`config.mk`:
```
export PLATFORM = sky130hd
export DESIGN_NAME = segment_swapchain_n_flat
export DESIGN_NICKNAME = d
export VERILOG_FILES = /design/src/rtl/segment_swapchain_n_if.sv /design/src/rtl/segment_swapchain_n.sv /design/src/flat_wrapper.sv
export SDC_FILE = /design/constraint.sdc
export NUM_CORES = 1
export LEC_CHECK = 0
export CAP_MARGIN = 20
export CELL_PAD_IN_SITES_DETAIL_PLACEMENT = 0
export CELL_PAD_IN_SITES_GLOBAL_PLACEMENT = 1
export CORE_AREA = 2 2 145 218
export DETAILED_ROUTE_END_ITERATION = 10
export DIE_AREA = 0 0 147 220
export PLACE_DENSITY = 0.86
export SLEW_MARGIN = 20
export SYNTH_ARGS = -nofsm -noshare
export SYNTH_HDL_FRONTEND = slang
export SYNTH_SLANG_ARGS = --single-unit
export TNS_END_PERCENT = 5
```
`constraint.sdc`:
```
create_clock -name CLK -period 8.3 [get_ports CLK]
set_input_delay 1.66 -clock CLK [delete_from_list [all_inputs] [get_ports CLK]]
set_output_delay 1.66 -clock CLK [all_outputs]
set_load 0.02 [all_outputs]
```
`src/rtl/segment_swapchain_n_if.sv`:
```
// Settings/status bundle between the controller registers, the swapchain and
// the per-segment readers.
//   master: drives SYS_TIME, settings (UPDATE_SETTINGS, REQ_RD_SEGMENT,
//           TRANSITION_MODE, TRANSITION_VALUE, CYCLE, REP), SYNC_IDX, GPIO_IN,
//           EXT_MASK; observes SEGMENT, IDX, STOP, BUSY, DONE.
//   slave:  the swapchain itself (mirror directions).
interface segment_swapchain_n_if #(
    parameter int NUM_SEGMENT = 4,
    parameter int IDX_WIDTH   = 15,
    parameter int REP_WIDTH   = 16,
    parameter int NUM_GPIO    = 4
);
    localparam int SEG_W = $clog2(NUM_SEGMENT);

    logic [63:0]          SYS_TIME;
    logic                 UPDATE_SETTINGS;
    logic [SEG_W-1:0]     REQ_RD_SEGMENT;
    logic [7:0]           TRANSITION_MODE;
    logic [63:0]          TRANSITION_VALUE;
    logic [IDX_WIDTH-1:0] CYCLE    [NUM_SEGMENT];
    logic [REP_WIDTH-1:0] REP      [NUM_SEGMENT];
    logic [IDX_WIDTH-1:0] SYNC_IDX [NUM_SEGMENT];
    logic [NUM_GPIO-1:0]  GPIO_IN;
    logic [NUM_SEGMENT-1:0] EXT_MASK;

    logic [SEG_W-1:0]     SEGMENT;
    logic [IDX_WIDTH-1:0] IDX      [NUM_SEGMENT];
    logic                 STOP;
    logic                 BUSY;
    logic                 DONE;

    modport master (
        output SYS_TIME, UPDATE_SETTINGS, REQ_RD_SEGMENT, TRANSITION_MODE,
               TRANSITION_VALUE, CYCLE, REP, SYNC_IDX, GPIO_IN, EXT_MASK,
        input  SEGMENT, IDX, STOP, BUSY, DONE
    );

    modport slave (
        input  SYS_TIME, UPDATE_SETTINGS, REQ_RD_SEGMENT, TRANSITION_MODE,
               TRANSITION_VALUE, CYCLE, REP, SYNC_IDX, GPIO_IN, EXT_MASK,
        output SEGMENT, IDX, STOP, BUSY, DONE
    );
endinterface

```
`src/rtl/segment_swapchain_n.sv`:
```
// N-segment swapchain: selects which buffered segment drives playback, produces
// per-segment read indices and STOP/DONE/BUSY status for the sampler.
// Ports:
//   CLK    system clock
//   RST_N  asynchronous active-low reset
//   bus    segment_swapchain_n_if.slave (settings in, SEGMENT/IDX/STOP/BUSY/DONE out)
module segment_swapchain_n #(
    parameter int NUM_SEGMENT = 4,
    parameter int IDX_WIDTH   = 15,
    parameter int REP_WIDTH   = 16,
    parameter int NUM_GPIO    = 4,
    parameter int LATENCY     = 5
) (
    input  logic                   CLK,
    input  logic                   RST_N,
    segment_swapchain_n_if.slave   bus
);
    localparam int SEG_W  = $clog2(NUM_SEGMENT);
    localparam int GPIO_W = $clog2(NUM_GPIO);
    localparam int DCNT_W = $clog2(LATENCY + 1);

    localparam logic [7:0] TRANSITION_MODE_SYNC_IDX  = 8'h00;
    localparam logic [7:0] TRANSITION_MODE_SYS_TIME  = 8'h01;
    localparam logic [7:0] TRANSITION_MODE_GPIO      = 8'h02;
    localparam logic [7:0] TRANSITION_MODE_EXT       = 8'hF0;
    localparam logic [7:0] TRANSITION_MODE_IMMEDIATE = 8'hFF;

    typedef enum logic [1:0] {
        INFINITE_LOOP,
        WAIT_START,
        FINITE_LOOP,
        STOPPED
    } state_e;

    typedef enum logic {
        IDX_SYNC,
        IDX_TIC
    } idx_mode_e;

    state_e               state_q, state_d;
    idx_mode_e            idx_mode_q, idx_mode_d;
    logic                 ext_mode_q, ext_mode_d;
    logic [SEG_W-1:0]     segment_q, segment_d;
    logic                 stop_q, stop_d;
    logic                 done_q, done_d;
    logic [SEG_W-1:0]     req_q, req_d;
    logic [REP_WIDTH-1:0] rep_q, rep_d;
    logic [REP_WIDTH-1:0] loop_cnt_q, loop_cnt_d;
    logic [DCNT_W-1:0]    diff_cnt_q, diff_cnt_d;
    logic [LATENCY-1:0]   ge_pipe_q, ge_pipe_d;
    logic [IDX_WIDTH-1:0] idx_old_q [NUM_SEGMENT];
    logic [IDX_WIDTH-1:0] idx_old_d [NUM_SEGMENT];
    logic [IDX_WIDTH-1:0] tic_idx_q [NUM_SEGMENT];
    logic [IDX_WIDTH-1:0] tic_idx_d [NUM_SEGMENT];

    logic [NUM_SEGMENT-1:0] changed;
    logic [SEG_W-1:0]     ext_next;
    logic                 req_ok;
    logic                 fire;
    logic                 fire_tic;
    logic                 loop_end;

    // Index history and change detection.
    always_comb begin
        for (int unsigned i = 0; i < NUM_SEGMENT; i++) begin
            idx_old_d[i] = bus.SYNC_IDX[i];
            changed[i]   = (idx_old_q[i] != bus.SYNC_IDX[i]);
        end
    end

    // The signed 65-bit difference of two zero-extended 64-bit values is
    // non-negative exactly when SYS_TIME >= TRANSITION_VALUE; that single bit
    // is what travels down the LATENCY-deep pipeline.
    always_comb begin
        ge_pipe_d    = ge_pipe_q;
        ge_pipe_d[0] = (bus.SYS_TIME >= bus.TRANSITION_VALUE);
        for (int unsigned i = 1; i < LATENCY; i++) begin
            ge_pipe_d[i] = ge_pipe_q[i-1];
        end
    end

    // Next set EXT_MASK bit circularly above the current segment.
    always_comb begin
        logic        found;
        int unsigned cand;
        ext_next = segment_q;
        found    = 1'b0;
        for (int unsigned k = 1; k < NUM_SEGMENT; k++) begin
            cand = 32'(segment_q) + k;
            if (cand >= NUM_SEGMENT) begin
                cand = cand - NUM_SEGMENT;
            end
            if (!found && bus.EXT_MASK[cand]) begin
                ext_next = SEG_W'(cand);
                found    = 1'b1;
            end
        end
    end

    assign req_ok = ({1'b0, bus.REQ_RD_SEGMENT} < (SEG_W + 1)'(NUM_SEGMENT));

    always_comb begin
        state_d    = state_q;
        idx_mode_d = idx_mode_q;
        ext_mode_d = ext_mode_q;
        segment_d  = segment_q;
        stop_d     = stop_q;
        done_d     = 1'b0;
        req_d      = req_q;
        rep_d      = rep_q;
        loop_cnt_d = loop_cnt_q;
        diff_cnt_d = diff_cnt_q;
        tic_idx_d  = tic_idx_q;
        fire       = 1'b0;
        fire_tic   = 1'b0;
        loop_end   = 1'b0;

        if (bus.UPDATE_SETTINGS && req_ok) begin
            req_d = bus.REQ_RD_SEGMENT;
            rep_d = bus.REP[bus.REQ_RD_SEGMENT];
            if ((&bus.REP[bus.REQ_RD_SEGMENT]) ||
                (bus.TRANSITION_MODE == TRANSITION_MODE_IMMEDIATE)) begin
                segment_d  = bus.REQ_RD_SEGMENT;
                stop_d     = 1'b0;
                idx_mode_d = IDX_SYNC;
                ext_mode_d = (bus.TRANSITION_MODE == TRANSITION_MODE_EXT);
                if (!(&bus.REP[bus.REQ_RD_SEGMENT])) begin
                    state_d    = FINITE_LOOP;
                    loop_cnt_d = '0;
                end else begin
                    state_d = INFINITE_LOOP;
                end
            end else begin
                diff_cnt_d = DCNT_W'(LATENCY - 1);
                state_d    = WAIT_START;
            end
        end else begin
            case (state_q)
                INFINITE_LOOP: begin
                    if (ext_mode_q && changed[segment_q] &&
                        (bus.SYNC_IDX[segment_q] == '0)) begin
                        segment_d = ext_next;
                    end
                end
                WAIT_START: begin
                    case (bus.TRANSITION_MODE)
                        TRANSITION_MODE_SYNC_IDX: begin
                            fire = changed[req_q] && (bus.SYNC_IDX[req_q] == '0);
                        end
                        TRANSITION_MODE_SYS_TIME: begin
                            // Hold off until the pipeline carries a comparison
                            // made against the current TRANSITION_VALUE.
                            if (diff_cnt_q != '0) begin
                                diff_cnt_d = diff_cnt_q - 1'b1;
                            end else begin
                                fire     = ge_pipe_q[LATENCY-1];
                                fire_tic = 1'b1;
                            end
                        end
                        TRANSITION_MODE_GPIO: begin
                            fire     = changed[req_q] &&
                                       bus.GPIO_IN[bus.TRANSITION_VALUE[GPIO_W-1:0]];
                            fire_tic = 1'b1;
                        end
                        default: ;
                    endcase
                    if (fire) begin
                        segment_d  = req_q;
                        stop_d     = 1'b0;
                        loop_cnt_d = '0;
                        state_d    = FINITE_LOOP;
                        if (fire_tic) begin
                            idx_mode_d       = IDX_TIC;
                            tic_idx_d[req_q] = '0;
                        end else begin
                            idx_mode_d = IDX_SYNC;
                        end
                    end
                end
                FINITE_LOOP: begin
                    if (idx_mode_q == IDX_SYNC) begin
                        loop_end = changed[segment_q] && (bus.SYNC_IDX[segment_q] == '0);
                    end else if (changed[segment_q]) begin
                        if (tic_idx_q[segment_q] == bus.CYCLE[segment_q]) begin
                            tic_idx_d[segment_q] = '0;
                            loop_end             = 1'b1;
                        end else begin
                            tic_idx_d[segment_q] = tic_idx_q[segment_q] + 1'b1;
                        end
                    end
                    if (loop_end) begin
                        if (loop_cnt_q == rep_q) begin
                            stop_d  = 1'b1;
                            done_d  = 1'b1;
                            state_d = STOPPED;
                        end else begin
                            loop_cnt_d = loop_cnt_q + 1'b1;
                        end
                    end
                end
                default: ;
            endcase
        end
    end

    always_ff @(posedge CLK or negedge RST_N) begin
        if (!RST_N) begin
            state_q    <= INFINITE_LOOP;
            idx_mode_q <= IDX_SYNC;
            ext_mode_q <= 1'b0;
            segment_q  <= '0;
            stop_q     <= 1'b0;
            done_q     <= 1'b0;
            req_q      <= '0;
            rep_q      <= '0;
            loop_cnt_q <= '0;
            diff_cnt_q <= '0;
            ge_pipe_q  <= '0;
            for (int unsigned i = 0; i < NUM_SEGMENT; i++) begin
                idx_old_q[i] <= '0;
                tic_idx_q[i] <= '0;
            end
        end else begin
            state_q    <= state_d;
            idx_mode_q <= idx_mode_d;
            ext_mode_q <= ext_mode_d;
            segment_q  <= segment_d;
            stop_q     <= stop_d;
            done_q     <= done_d;
            req_q      <= req_d;
            rep_q      <= rep_d;
            loop_cnt_q <= loop_cnt_d;
            diff_cnt_q <= diff_cnt_d;
            ge_pipe_q  <= ge_pipe_d;
            idx_old_q  <= idx_old_d;
            tic_idx_q  <= tic_idx_d;
        end
    end

    assign bus.SEGMENT = segment_q;
    assign bus.STOP    = stop_q;
    assign bus.DONE    = done_q;
    assign bus.BUSY    = (state_q == WAIT_START);

    always_comb begin
        for (int unsigned i = 0; i < NUM_SEGMENT; i++) begin
            bus.IDX[i] = (idx_mode_q == IDX_SYNC) ? idx_old_q[i] : tic_idx_q[i];
        end
    end
endmodule

```
`src/flat_wrapper.sv`:
```
// flat-port wrapper written by rule: the top's interface ports become plain ports
module segment_swapchain_n_flat 
#(
    parameter int NUM_SEGMENT = 4,
    parameter int IDX_WIDTH   = 15,
    parameter int REP_WIDTH   = 16,
    parameter int NUM_GPIO    = 4,
    parameter int LATENCY     = 5
)
  (CLK, RST_N, bus_SYS_TIME, bus_UPDATE_SETTINGS, bus_REQ_RD_SEGMENT, bus_TRANSITION_MODE, bus_TRANSITION_VALUE, bus_CYCLE, bus_REP, bus_SYNC_IDX, bus_GPIO_IN, bus_EXT_MASK, bus_SEGMENT, bus_IDX, bus_STOP, bus_BUSY, bus_DONE);
  segment_swapchain_n_if #(.NUM_SEGMENT(NUM_SEGMENT), .IDX_WIDTH(IDX_WIDTH), .REP_WIDTH(REP_WIDTH), .NUM_GPIO(NUM_GPIO)) bus_i ();
  input  logic CLK;
  input  logic RST_N;
  input wire logic [$bits(bus_i.SYS_TIME)-1:0] bus_SYS_TIME;
  input wire logic [$bits(bus_i.UPDATE_SETTINGS)-1:0] bus_UPDATE_SETTINGS;
  input wire logic [$bits(bus_i.REQ_RD_SEGMENT)-1:0] bus_REQ_RD_SEGMENT;
  input wire logic [$bits(bus_i.TRANSITION_MODE)-1:0] bus_TRANSITION_MODE;
  input wire logic [$bits(bus_i.TRANSITION_VALUE)-1:0] bus_TRANSITION_VALUE;
  input wire logic [$bits(bus_i.CYCLE)-1:0] bus_CYCLE;
  input wire logic [$bits(bus_i.REP)-1:0] bus_REP;
  input wire logic [$bits(bus_i.SYNC_IDX)-1:0] bus_SYNC_IDX;
  input wire logic [$bits(bus_i.GPIO_IN)-1:0] bus_GPIO_IN;
  input wire logic [$bits(bus_i.EXT_MASK)-1:0] bus_EXT_MASK;
  output wire logic [$bits(bus_i.SEGMENT)-1:0] bus_SEGMENT;
  output wire logic [$bits(bus_i.IDX)-1:0] bus_IDX;
  output wire logic [$bits(bus_i.STOP)-1:0] bus_STOP;
  output wire logic [$bits(bus_i.BUSY)-1:0] bus_BUSY;
  output wire logic [$bits(bus_i.DONE)-1:0] bus_DONE;
  assign bus_i.SYS_TIME = bus_SYS_TIME;
  assign bus_i.UPDATE_SETTINGS = bus_UPDATE_SETTINGS;
  assign bus_i.REQ_RD_SEGMENT = bus_REQ_RD_SEGMENT;
  assign bus_i.TRANSITION_MODE = bus_TRANSITION_MODE;
  assign bus_i.TRANSITION_VALUE = bus_TRANSITION_VALUE;
  assign bus_i.CYCLE = {>>{bus_CYCLE}};
  assign bus_i.REP = {>>{bus_REP}};
  assign bus_i.SYNC_IDX = {>>{bus_SYNC_IDX}};
  assign bus_i.GPIO_IN = bus_GPIO_IN;
  assign bus_i.EXT_MASK = bus_EXT_MASK;
  assign bus_SEGMENT = bus_i.SEGMENT;
  assign bus_IDX = {>>{bus_i.IDX}};
  assign bus_STOP = bus_i.STOP;
  assign bus_BUSY = bus_i.BUSY;
  assign bus_DONE = bus_i.DONE;
  segment_swapchain_n #(.NUM_SEGMENT(NUM_SEGMENT), .IDX_WIDTH(IDX_WIDTH), .REP_WIDTH(REP_WIDTH), .NUM_GPIO(NUM_GPIO), .LATENCY(LATENCY)) u_core (.CLK(CLK), .RST_N(RST_N), .bus(bus_i));
endmodule
```
==> results of run 1 <==
## logic make-up after synthesis
| family | count (synthesis) | share of synthesized area |
|---|---|---|
| AND/OR/NAND/NOR | 250 | 0.117 |
| adder cells (fa/ha/maj) | 72 | 0.0790 |
| multiplexers | 129 | 0.176 |
| AO/OA/AOI/OAI | 201 | 0.131 |
| XOR/XNOR | 104 | 0.0799 |
| flip-flops | 170 | 0.373 |
| buffers and inverters | 127 | 0.0448 |
## power by group
group	switching [µW]	internal, µW
clock	376	404
sequential	34.1	863
combinational	269	345
total	679	1610
## path summary, 6_finish.rpt
path	from	end	cells past startpoint
worst min register to register	u_core.ge_pipe_q[0]$_DFF_PN0_	u_core.ge_pipe_q[1]$_DFF_PN0_	0
worst min-delay path	u_core.ge_pipe_q[0]$_DFF_PN0_	u_core.ge_pipe_q[1]$_DFF_PN0_	0
min in group asynchronous	RST_N	u_core.idx_old_q[54]$_DFF_PN0_	1
max in group asynchronous	RST_N	u_core.idx_old_q[3]$_DFF_PN0_	2
worst max register to register	u_core.bus.SEGMENT[0]$_DFFE_PN0P_	u_core.loop_cnt_q[3]$_DFFE_PN0P_	9
worst max-delay path	bus_SYNC_IDX[15]	u_core.tic_idx_q[29]$_DFFE_PN0P_	11
## registers in the layout (all words and copies together) (netlist names), 2 cells and up
signal and flops:
u_core.bus.SEGMENT 2, u_core.ge_pipe_q 5, u_core.loop_cnt_q 16, u_core.state_q 2, u_core.idx_old_q 60, u_core.tic_idx_q 60, u_core.rep_q 16, u_core.req_q 2
u_core.diff_cnt_q 3
## per-stage QoR
| step | hold slack (ns) | instances | instance area [µm²] | total power, µW |
|---|---|---|---|---|
| floorplan | 0.331 | 1053 | 11400 | 1230 |
| global placement | 0.333 | 1816 | 15700 | 1520 |
| detailed placement | 0.337 | 1816 | 15700 | 1530 |
| CTS | 0.354 | 1848 | 16300 | 2310 |
| global route | 0.363 | 1850 | 16300 | 2390 |
| finish | 0.350 | 1851 | 16300 | 2290 |
## cell type report
type | count | area [µm²] | area share
Timing Repair Buffer | 405 | 4030 | 0.247
Tap cell | 405 | 507 | 0.0311
Inverter | 80 | 300 | 0.0184
Antenna cell | 3 | 7.51 | 0.000460
Sequential cell | 170 | 4260 | 0.261
Multi-Input combinational cell | 756 | 6650 | 0.407
Clock inverter | 14 | 130 | 0.00797
Clock buffer | 18 | 439 | 0.0269
## cell usage after synthesis (all sizes together), types with 32 or more instances
| cell | instances |
|---|---|
| xnor2 | 76 |
| o21ai | 41 |
| inv | 80 |
| mux2 | 78 |
| nand2 | 38 |
| a21oi | 32 |
| dfrtp | 170 |
| nand4 | 39 |
| mux4 | 49 |
| a32o | 40 |
| nor2 | 51 |
| ha | 72 |
## placed cells by master (no fill, tap or decap), drive strengths merged, types with 22 or more instances in the layout
cell type and count:
xnor2 76, a32o 40, mux4 49, and2 22, inv 88, mux2 78
nand2 38, dfrtp 170, xor2 28, ha 72, nand4 39, clkdlybuf4s50 395
nor4 25, o21ai 41, nor2 51, a21oi 32
## critical path, cell delays in order
cell             delay (ns)
clkdlybuf4s50_1        0.47
nor4_1                 0.34
nand4_1                0.38
o22ai_1                0.34
nor3_1                 0.09
nor3_1                 0.22
nand2_1                0.15
a211oi_4               0.25
buf_4                  0.45
and2_1                 0.62
a22o_1                 0.25
## metal layers
layer	share of wire	routed length (µm)	GRT usage
met4	0.057	2260	0.143
met3	0.083	3300	0.0650
met1	0.33	13100	0.241
met5	0.00035	14	0
met2	0.53	21000	0.457
==> impl_metrics.env, run 1 <==
export IMPL_synth_edf_count=0
export IMPL_worst_slew_pin_slew_ns=0.953
export IMPL_power_density_nw_per_um2=140
export IMPL_clock_sinks=170
export IMPL_drt_iter0_markers=597
export IMPL_cts_made_buffers=17
export IMPL_end_kind="flip-flop"
export IMPL_grt_antenna_before_repair=4
export IMPL_coreArea_um2=30600
export IMPL_hold_path_class="flip-flop to flip-flop"
export IMPL_avgRoutedWirePerCell_um=21.5
export IMPL_async_flop_share=1.00
export IMPL_synth_top_area_share=0.373
export IMPL_slew_headroom=0.365
export IMPL_outcome="finished, final reports clean"
export IMPL_cts_max_path_buffers=2
export IMPL_area_growth_pct=43.2
export IMPL_ys_seq_elements=170
export IMPL_htree_levels=4
export IMPL_rsz0062_at_grt="false"
export IMPL_place_congestion=0.939
export IMPL_finalSetupTns_ns=0
export IMPL_layout_setup_ws_ns=3.44
export IMPL_syn_inst=1053
export IMPL_die_y_um=220
export IMPL_grt_ovfl_total=0
export IMPL_dp_hpwl_um=32000
export IMPL_path_max_fanout=42
export IMPL_drive_gt1_frac=0.127
export IMPL_yosys_area_top_type="dfrtp_1"
export IMPL_nNetsFinal=1835
export IMPL_postSynthAreaPerCell_um2=10.8
export IMPL_pre_cts_ws_ns=3.01
export IMPL_setup_viol=0
export IMPL_r2r_slack_ns=3.79
export IMPL_post_cts_buffers=0
export IMPL_skew_ns=0.0113
export IMPL_synth_cell_types=58
export IMPL_dr_pass1_iters=6
export IMPL_maxCapViolCount=0
export IMPL_path_class="primary input to flip-flop"
export IMPL_cp_start_kind="primary input"
export IMPL_peakVddDrop_mv=0.108
export IMPL_synth_fp_nets=1458
export IMPL_arrival_ns=5.24
export IMPL_track_usage=0.244
export IMPL_fp_dieArea_um2=32300
export IMPL_yosysWarnings=0
export IMPL_synth_ff_type="dfrtp_1"
export IMPL_routed_wl_um=39700
export IMPL_vias_per_cell=5.56
export IMPL_cts_resized=0
export IMPL_cellLeakagePower_uw=0.00674
export IMPL_io_buffers=397
export IMPL_post_route_period_util=0.585
export IMPL_core_rowCount=79
export IMPL_clk_latency_ns=0.44
export IMPL_die_w_um=147
export IMPL_vias=10300
export IMPL_start_util=0.372
export IMPL_slew_viol_final=0
export IMPL_cts_hold_buf=0
export IMPL_grt_max_degree=101
export IMPL_grt_pass1_vias=11000
export IMPL_clk_pin_slew_worst_paths_ns=0.07
export IMPL_seq_area_frac_synth=0.373
export IMPL_max_freq_mhz=206
export IMPL_hold_violations=0
export IMPL_detail_route_antenna_nets=0
export IMPL_synthesis_area_um2=11400
export IMPL_required_ns=8.68
export IMPL_nFillCells=2742
export IMPL_fin_util=0.533
export IMPL_cts_tree="done"
export IMPL_io_pins=398
export IMPL_grt_pass1_wl_um=60600
export IMPL_drc_errors=0
export IMPL_cts_root_buffer="clkbuf_16"
export IMPL_synth_area_leaders="dfrtp_1, mux4_2, ha_1, mux2_2, xnor2_1"
export IMPL_period_needed_ns=4.86
(Power assumes the default switching activity.)
==> run 2, diff against run 1 <==
- CORE_AREA: 2 2 145 218 -> 2 2 151 227
- DIE_AREA: 0 0 147 220 -> 0 0 153 229
- PLACE_DENSITY: 0.86 -> 0.8
- clock period: 8.3 -> 4.8 ns (I/O delays scaled with it)
==> run 2 against run 1 <==
Compared with the run above: die area grew 8.3%; register-to-register slack lost 2.8 ns; clock-buffer cell count is the same; critical path depth shrank 2; non-clock buffer count grew 12; worst hold slack lost 0.0018 ns; utilization shrank 3.6 points; flip-flop and latch count is the same; combinational power grew 76%; global-route usage shrank 1.7 points; final cell count grew 1.4%; critical endpoint is now u_core.loop_cnt_q[3]$_DFFE_PN0P_; highest routed layer is now met4.
==> impl_metrics.env, run 2 (synthesized netlist as in run 1, its figures left out) <==
export IMPL_outcome="finished, final reports clean"
export IMPL_io_buffers=397
export IMPL_cellLeakagePower_uw=0.00681
export IMPL_required_ns=5.18
export IMPL_grt_pass1_wl_um=61100
export IMPL_arrival_ns=4.25
export IMPL_cts_tree="done"
export IMPL_max_freq_mhz=258
export IMPL_post_cts_buffers=0
export IMPL_htree_levels=4
export IMPL_place_congestion=0.889
export IMPL_finalSetupTns_ns=0
export IMPL_drt_iter0_markers=515
export IMPL_final_cell_area_um2=16500
export IMPL_hold_violations=0
export IMPL_cts_root_buffer="clkbuf_16"
export IMPL_numPlacedInstances=1843
export IMPL_use_met3=0.0484
export IMPL_power_frac_clock=0.340
export IMPL_avgRoutedWirePerCell_um=21.5
export IMPL_cpPeakStageDelay_ns=0.67
export IMPL_power_density_nw_per_um2=243
export IMPL_coreArea_um2=33100
export IMPL_post_route_period_util=0.808
export IMPL_track_usage=0.227
export IMPL_nFillCells=3071
export IMPL_clock_sinks=170
export IMPL_p_sw_frac=0.282
export IMPL_io_pins=398
export IMPL_path_max_fanout=11
export IMPL_nNetsFinal=1847
export IMPL_seq_power_share=0.388
export IMPL_slew_headroom=0.326
export IMPL_path_class="primary input to flip-flop"
export IMPL_grt_antenna_before_repair=1
export IMPL_detail_route_antenna_nets=0
export IMPL_setup_viol=0
export IMPL_cts_hold_buf=0
export IMPL_grt_ovfl_total=0
export IMPL_p_comb_frac=0.271
export IMPL_area_growth_pct=44.4
export IMPL_slew_viol_final=0
export IMPL_fp_dieArea_um2=35000
export IMPL_cts_made_buffers=17
export IMPL_die_w_um=153
export IMPL_period_needed_ns=3.88
export IMPL_drc_errors=0
export IMPL_rsz0062_at_grt="false"
export IMPL_routed_wl_um=40300
export IMPL_cts_max_path_buffers=2
export IMPL_holdWs_ns=0.349
export IMPL_r2r_slack_ns=0.99
export IMPL_slowest_stage="nor4_1"
export IMPL_end_kind="flip-flop"
export IMPL_drive_gt1_frac=0.132
export IMPL_vias_per_cell=5.46
export IMPL_core_rowCount=82
export IMPL_grt_most_used_layer="met2"
export IMPL_skew_ns=0.00891
export IMPL_hold_path_class="flip-flop to flip-flop"
export IMPL_dr_pass1_iters=8
export IMPL_worst_slew_pin_slew_ns=1.01
export IMPL_dp_hpwl_um=33400
export IMPL_p_sw_uw=1130
export IMPL_grt_max_degree=94
export IMPL_use_met1=0.221
export IMPL_clk_pin_slew_worst_paths_ns=0.06
export IMPL_cp_start_kind="primary input"
export IMPL_top_regs="u_core.idx_old_q: 60 flops, u_core.tic_idx_q: 60 flops"
export IMPL_post_dp_cell_area_um2=15900
export IMPL_grt_pass1_vias=11100
export IMPL_cp_cell_sequence="clkdlybuf4s50_1 > nor4_1 > nand4_1 > mux4_2 > nor2_1 > a21oi_2 > or4_1 > or3b_1 > nand2_1"
export IMPL_cts_resized=0
export IMPL_clk_latency_ns=0.44
export IMPL_vias=10200
export IMPL_peakVddDrop_mv=0.165
export IMPL_finalNonFillerCells=1876
export IMPL_start_util=0.344
export IMPL_fin_util=0.497
export IMPL_mostFrequentLayoutCell="clkdlybuf4s50_1"
export IMPL_maxCapViolCount=0
export IMPL_die_y_um=229
export IMPL_grt_util_met2=0.440
export IMPL_mostFrequentLayoutCells="clkdlybuf4s50_1, dfrtp_1, inv_1"
export IMPL_p_int_uw=2870
-- run 2: cell types whose count changed in the layout (fill, tap and decap cells not counted), moves of 2 or more --
cell        change
buf_12          +2
buf_4          +10
bufinv_16       +2
clkinv_2        +3
clkinvlp_4      +3
diode_2         -2
inv_6           -5
-- run 2: layout make-up --
class | instances | area, µm² | share of cell area
inverter | 80 | 300 | 0.0182
tap | 420 | 526 | 0.0319
clock buffer | 18 | 429 | 0.0261
antenna | 1 | 2.50 | 0.000152
clock inverter | 14 | 148 | 0.00897
sequential | 170 | 4260 | 0.259
timing repair buffer | 417 | 4150 | 0.252
multi-input combinational | 756 | 6650 | 0.404
-- run 2: layer usage --
layer / up-vias / wire (µm)
met4: 0 / 2230
li1: 4713 / -
met1: 4944 / 13300
met3: 88 / 2790
met5: - / 0
met2: 489 / 21900
-- run 2: worst paths after layout --
| kind | startpoint | end | cells past startpoint |
|---|---|---|---|
| max in group asynchronous | RST_N | u_core.idx_old_q[0]$_DFF_PN0_ | 2 |
| min | u_core.ge_pipe_q[3]$_DFF_PN0_ | u_core.ge_pipe_q[4]$_DFF_PN0_ | 0 |
| min in group asynchronous | RST_N | u_core.tic_idx_q[11]$_DFFE_PN0P_ | 1 |
| min reg2reg | u_core.ge_pipe_q[3]$_DFF_PN0_ | u_core.ge_pipe_q[4]$_DFF_PN0_ | 0 |
| max reg2reg | u_core.bus.SEGMENT[0]$_DFFE_PN0P_ | u_core.loop_cnt_q[3]$_DFFE_PN0P_ | 9 |
| max | bus_SYNC_IDX[3] | u_core.loop_cnt_q[3]$_DFFE_PN0P_ | 9 |
-- run 2: per-stage QoR --
| step | total power [µW] | worst slack, ns |
|---|---|---|
| floorplan | 2120 | 1.19 |
| global placement | 2660 | 0.509 |
| detailed placement | 2670 | 0.493 |
| CTS | 4040 | 0.943 |
| global route | 4190 | 0.756 |
| finish | 4000 | 0.923 |
-- run 2: power by group through the flow --
stage | sequential, µW | combinational, µW | clock (µW)
2_1_floorplan | 1560 | 563 | 0
3_3_place_gp | 1580 | 1080 | 0
3_5_place_dp | 1580 | 1090 | 0
4_1_cts | 1560 | 1100 | 1380
5_1_grt | 1560 | 1180 | 1450
6_report | 1550 | 1080 | 1360
-- run 2: worst max-delay path: cells and delay by family --
| kind | cells | cell delay (ns) |
|---|---|---|
| buffers and inverters | 1 | 0.46 |
| muxes | 1 | 0.53 |
| and+or+nand+nor | 6 | 2.24 |
| AOI/OAI and AO/OA | 1 | 0.07 |
==> run 3, diff against run 2 <==
- CORE_AREA: 2 2 151 227 -> 2 2 158 237
- DIE_AREA: 0 0 153 229 -> 0 0 160 239
- PLACE_DENSITY: 0.8 -> 0.77
- clock period: 4.8 -> 3.1 ns (I/O delays scaled with it)
==> run 3 against run 2 <==
Compared with the run above: critical path type is now flip-flop to flip-flop; power rose by 62%; setup slack got worse by 1.0 ns; combinational power is 78% higher; the run now ends with negative setup slack left; global-route usage grew 0.69 points; critical path depth grew 2; final area rose by 8.4%; utilization fell by 0.63 points; flip-flop and latch count is the same; critical endpoint unchanged; sequential power grew 55%; non-clock buffer count rose by 121.
==> impl_metrics.env, run 3 (synthesized netlist as in run 1, its figures left out) <==
export IMPL_outcome="complete, but fails checks"
export IMPL_failed_checks="negative setup slack"
export IMPL_grt_max_degree=53
export IMPL_p_sw_uw=1930
export IMPL_p_sw_frac=0.299
export IMPL_clock_sinks=170
export IMPL_pre_cts_ws_ns=-0.597
export IMPL_hold_path_class="primary input to asynchronous set/reset pin"
export IMPL_die_w_um=160
export IMPL_worstRegToRegCells=11
export IMPL_drive_gt1_frac=0.220
export IMPL_cts_tree="done"
export IMPL_avgRoutedWirePerCell_um=21.8
export IMPL_fp_dieArea_um2=38200
export IMPL_cts_max_path_buffers=2
export IMPL_area_growth_pct=56.5
export IMPL_crit_top_cell="buf_6"
export IMPL_routed_wl_um=45000
export IMPL_seq_power_share=0.371
export IMPL_mostFrequentLayoutCell="clkdlybuf4s50_1"
export IMPL_detail_route_antenna_nets=0
export IMPL_final_cell_area_um2=17800
export IMPL_nNetsFinal=1968
export IMPL_r2r_slack_ns=-0.07
export IMPL_clk_latency_ns=0.45
export IMPL_cts_root_buffer="clkbuf_16"
export IMPL_slew_headroom=0.477
export IMPL_die_y_um=239
export IMPL_layout_setup_ws_ns=-0.0749
export IMPL_htree_levels=4
export IMPL_reg2reg_from="u_core.bus.SEGMENT[0]$_DFFE_PN0P_"
export IMPL_cp_start_kind="flip-flop"
export IMPL_startpoint="u_core.bus.SEGMENT[0]$_DFFE_PN0P_"
export IMPL_diodes=0
export IMPL_post_dp_cell_area_um2=16900
export IMPL_peakVddDrop_mv=0.397
export IMPL_core_rowCount=86
export IMPL_track_usage=0.234
export IMPL_finalSetupTns_ns=-0.377
export IMPL_top_regs="u_core.idx_old_q: 60 flops, u_core.tic_idx_q: 60 flops"
export IMPL_grt_pass1_wl_um=67300
export IMPL_arrival_ns=3.56
export IMPL_cts_hold_buf=0
export IMPL_end_kind="flip-flop"
export IMPL_nFillCells=3449
export IMPL_post_route_period_util=1.02
export IMPL_slew_viol_final=0
export IMPL_mostFrequentLayoutCells="clkdlybuf4s50_1, dfrtp_1, buf_4"
export IMPL_setup_viol=12
export IMPL_cp_endpoint="u_core.loop_cnt_q[3]$_DFFE_PN0P_"
export IMPL_r2r_end="u_core.loop_cnt_q[3]$_DFFE_PN0P_"
export IMPL_period_needed_ns=3.17
export IMPL_p_int_uw=4540
export IMPL_power_frac_clock=0.332
export IMPL_start_util=0.313
export IMPL_p_comb_frac=0.297
export IMPL_finalPower_uw=6480
export IMPL_cellLeakagePower_uw=0.00755
export IMPL_slowest_stage="mux4_2"
export IMPL_path_class="flip-flop to flip-flop"
export IMPL_drt_iter0_markers=592
export IMPL_power_density_nw_per_um2=363
export IMPL_worst_slew_pin_slew_ns=0.778
export IMPL_vias=10800
export IMPL_max_freq_mhz=315
export IMPL_io_buffers=397
export IMPL_maxCapViolCount=0
export IMPL_cp_cell_sequence="buf_6 > buf_16 > mux4_2 > xnor2_1 > nand4_1 > nor4_4 > buf_6 > a21oi_4 > or4_4 > or3b_1 > nand2_1"
export IMPL_skew_ns=0.0138
export IMPL_grt_antenna_before_repair=0
export IMPL_vias_per_cell=5.26
export IMPL_required_ns=3.49
export IMPL_place_congestion=0.968
export IMPL_drc_errors=0
export IMPL_cts_made_buffers=17
export IMPL_path_max_fanout=11
export IMPL_io_pins=398
export IMPL_cpPeakStageDelay_ns=0.56
export IMPL_grt_ovfl_total=0
export IMPL_clk_pin_slew_worst_paths_ns=0.07
export IMPL_coreArea_um2=36400
export IMPL_hold_violations=0
export IMPL_dr_pass1_iters=5
export IMPL_grt_pass1_vias=11500
export IMPL_rsz0062_at_grt="true"
export IMPL_dp_hpwl_um=37800
## run 3: cell types whose count changed in the layout (fill, tap and decap cells not counted), moves of 5 or more
cell and delta:
o21ai_1 -5, o21ai_2 +5, buf_12 +9, o31ai_1 -5
buf_6 +6, buf_4 +104
## run 3: power by group through the flow
| stage | clock [µW] | sequential [µW] | combinational (µW) |
|---|---|---|---|
| global route | 2270 | 2410 | 2070 |
| CTS | 2180 | 2400 | 1920 |
| finish | 2150 | 2400 | 1920 |
| detailed placement | 0 | 2440 | 1840 |
| floorplan | 0 | 2410 | 893 |
| global placement | 0 | 2440 | 1820 |
## run 3: how the worst min path moves through the flow
stage	slack (ns)	depth (start not counted)	end	start
6_report	0.07	1	u_core.idx_old_q[26]$_DFF_PN0_	RST_N
2_1_floorplan	0.32	0	u_core.bus.DONE$_DFF_PN0_	RST_N
3_3_place_gp	0.33	0	u_core.ge_pipe_q[4]$_DFF_PN0_	u_core.ge_pipe_q[3]$_DFF_PN0_
3_5_place_dp	0.34	0	u_core.ge_pipe_q[4]$_DFF_PN0_	u_core.ge_pipe_q[3]$_DFF_PN0_
5_1_grt	0.1	1	u_core.idx_old_q[22]$_DFF_PN0_	RST_N
4_1_cts	0.08	1	u_core.idx_old_q[22]$_DFF_PN0_	RST_N
## run 3: area by class of cell
| class | instances | area [µm²] | share of cell area |
|---|---|---|---|
| clock buffers | 17 | 425 | 0.0239 |
| clock inverters | 15 | 161 | 0.00905 |
| inverters | 80 | 300 | 0.0168 |
| multi-input cells | 756 | 6850 | 0.384 |
| flip-flops and latches | 170 | 4260 | 0.239 |
| well taps | 484 | 606 | 0.0340 |
| repair buffers | 538 | 5230 | 0.294 |
## run 3: layer usage
layer	up-vias	share of wire	track usage
met5	-	0	0
met4	0	0.065	0.143
met3	97	0.067	0.0536
met2	520	0.54	0.458
met1	5279	0.33	0.217
li1	4944	-	-
## run 3: stage by stage
stage                     std cells  utilization  hold WS [ns]
after detailed placement       2019        0.465         0.338
after floorplan                1053            -         0.324
after global routing           2060        0.490        0.0971
after CTS                      2058        0.487        0.0799
after global placement         2019        0.465         0.335
final                          2060        0.490        0.0701
## run 3: critical path: cells and delay by family (launching register included)
| family | cells | cell delay [ns] |
|---|---|---|
| simple gates | 5 | 1.33 |
| compound gates | 1 | 0.07 |
| xor+xnor | 1 | 0.17 |
| mux | 1 | 0.56 |
| buf+inv | 3 | 0.46 |
| flops | 1 | 0.50 |
## run 3: timing repair
action                     in CTS  in global routing
gates cloned                    2                  0
setup endpoints to repair      73                 83
gates resized for setup        18                 25
pin swaps                       6                  3
setup buffers                   5                  2
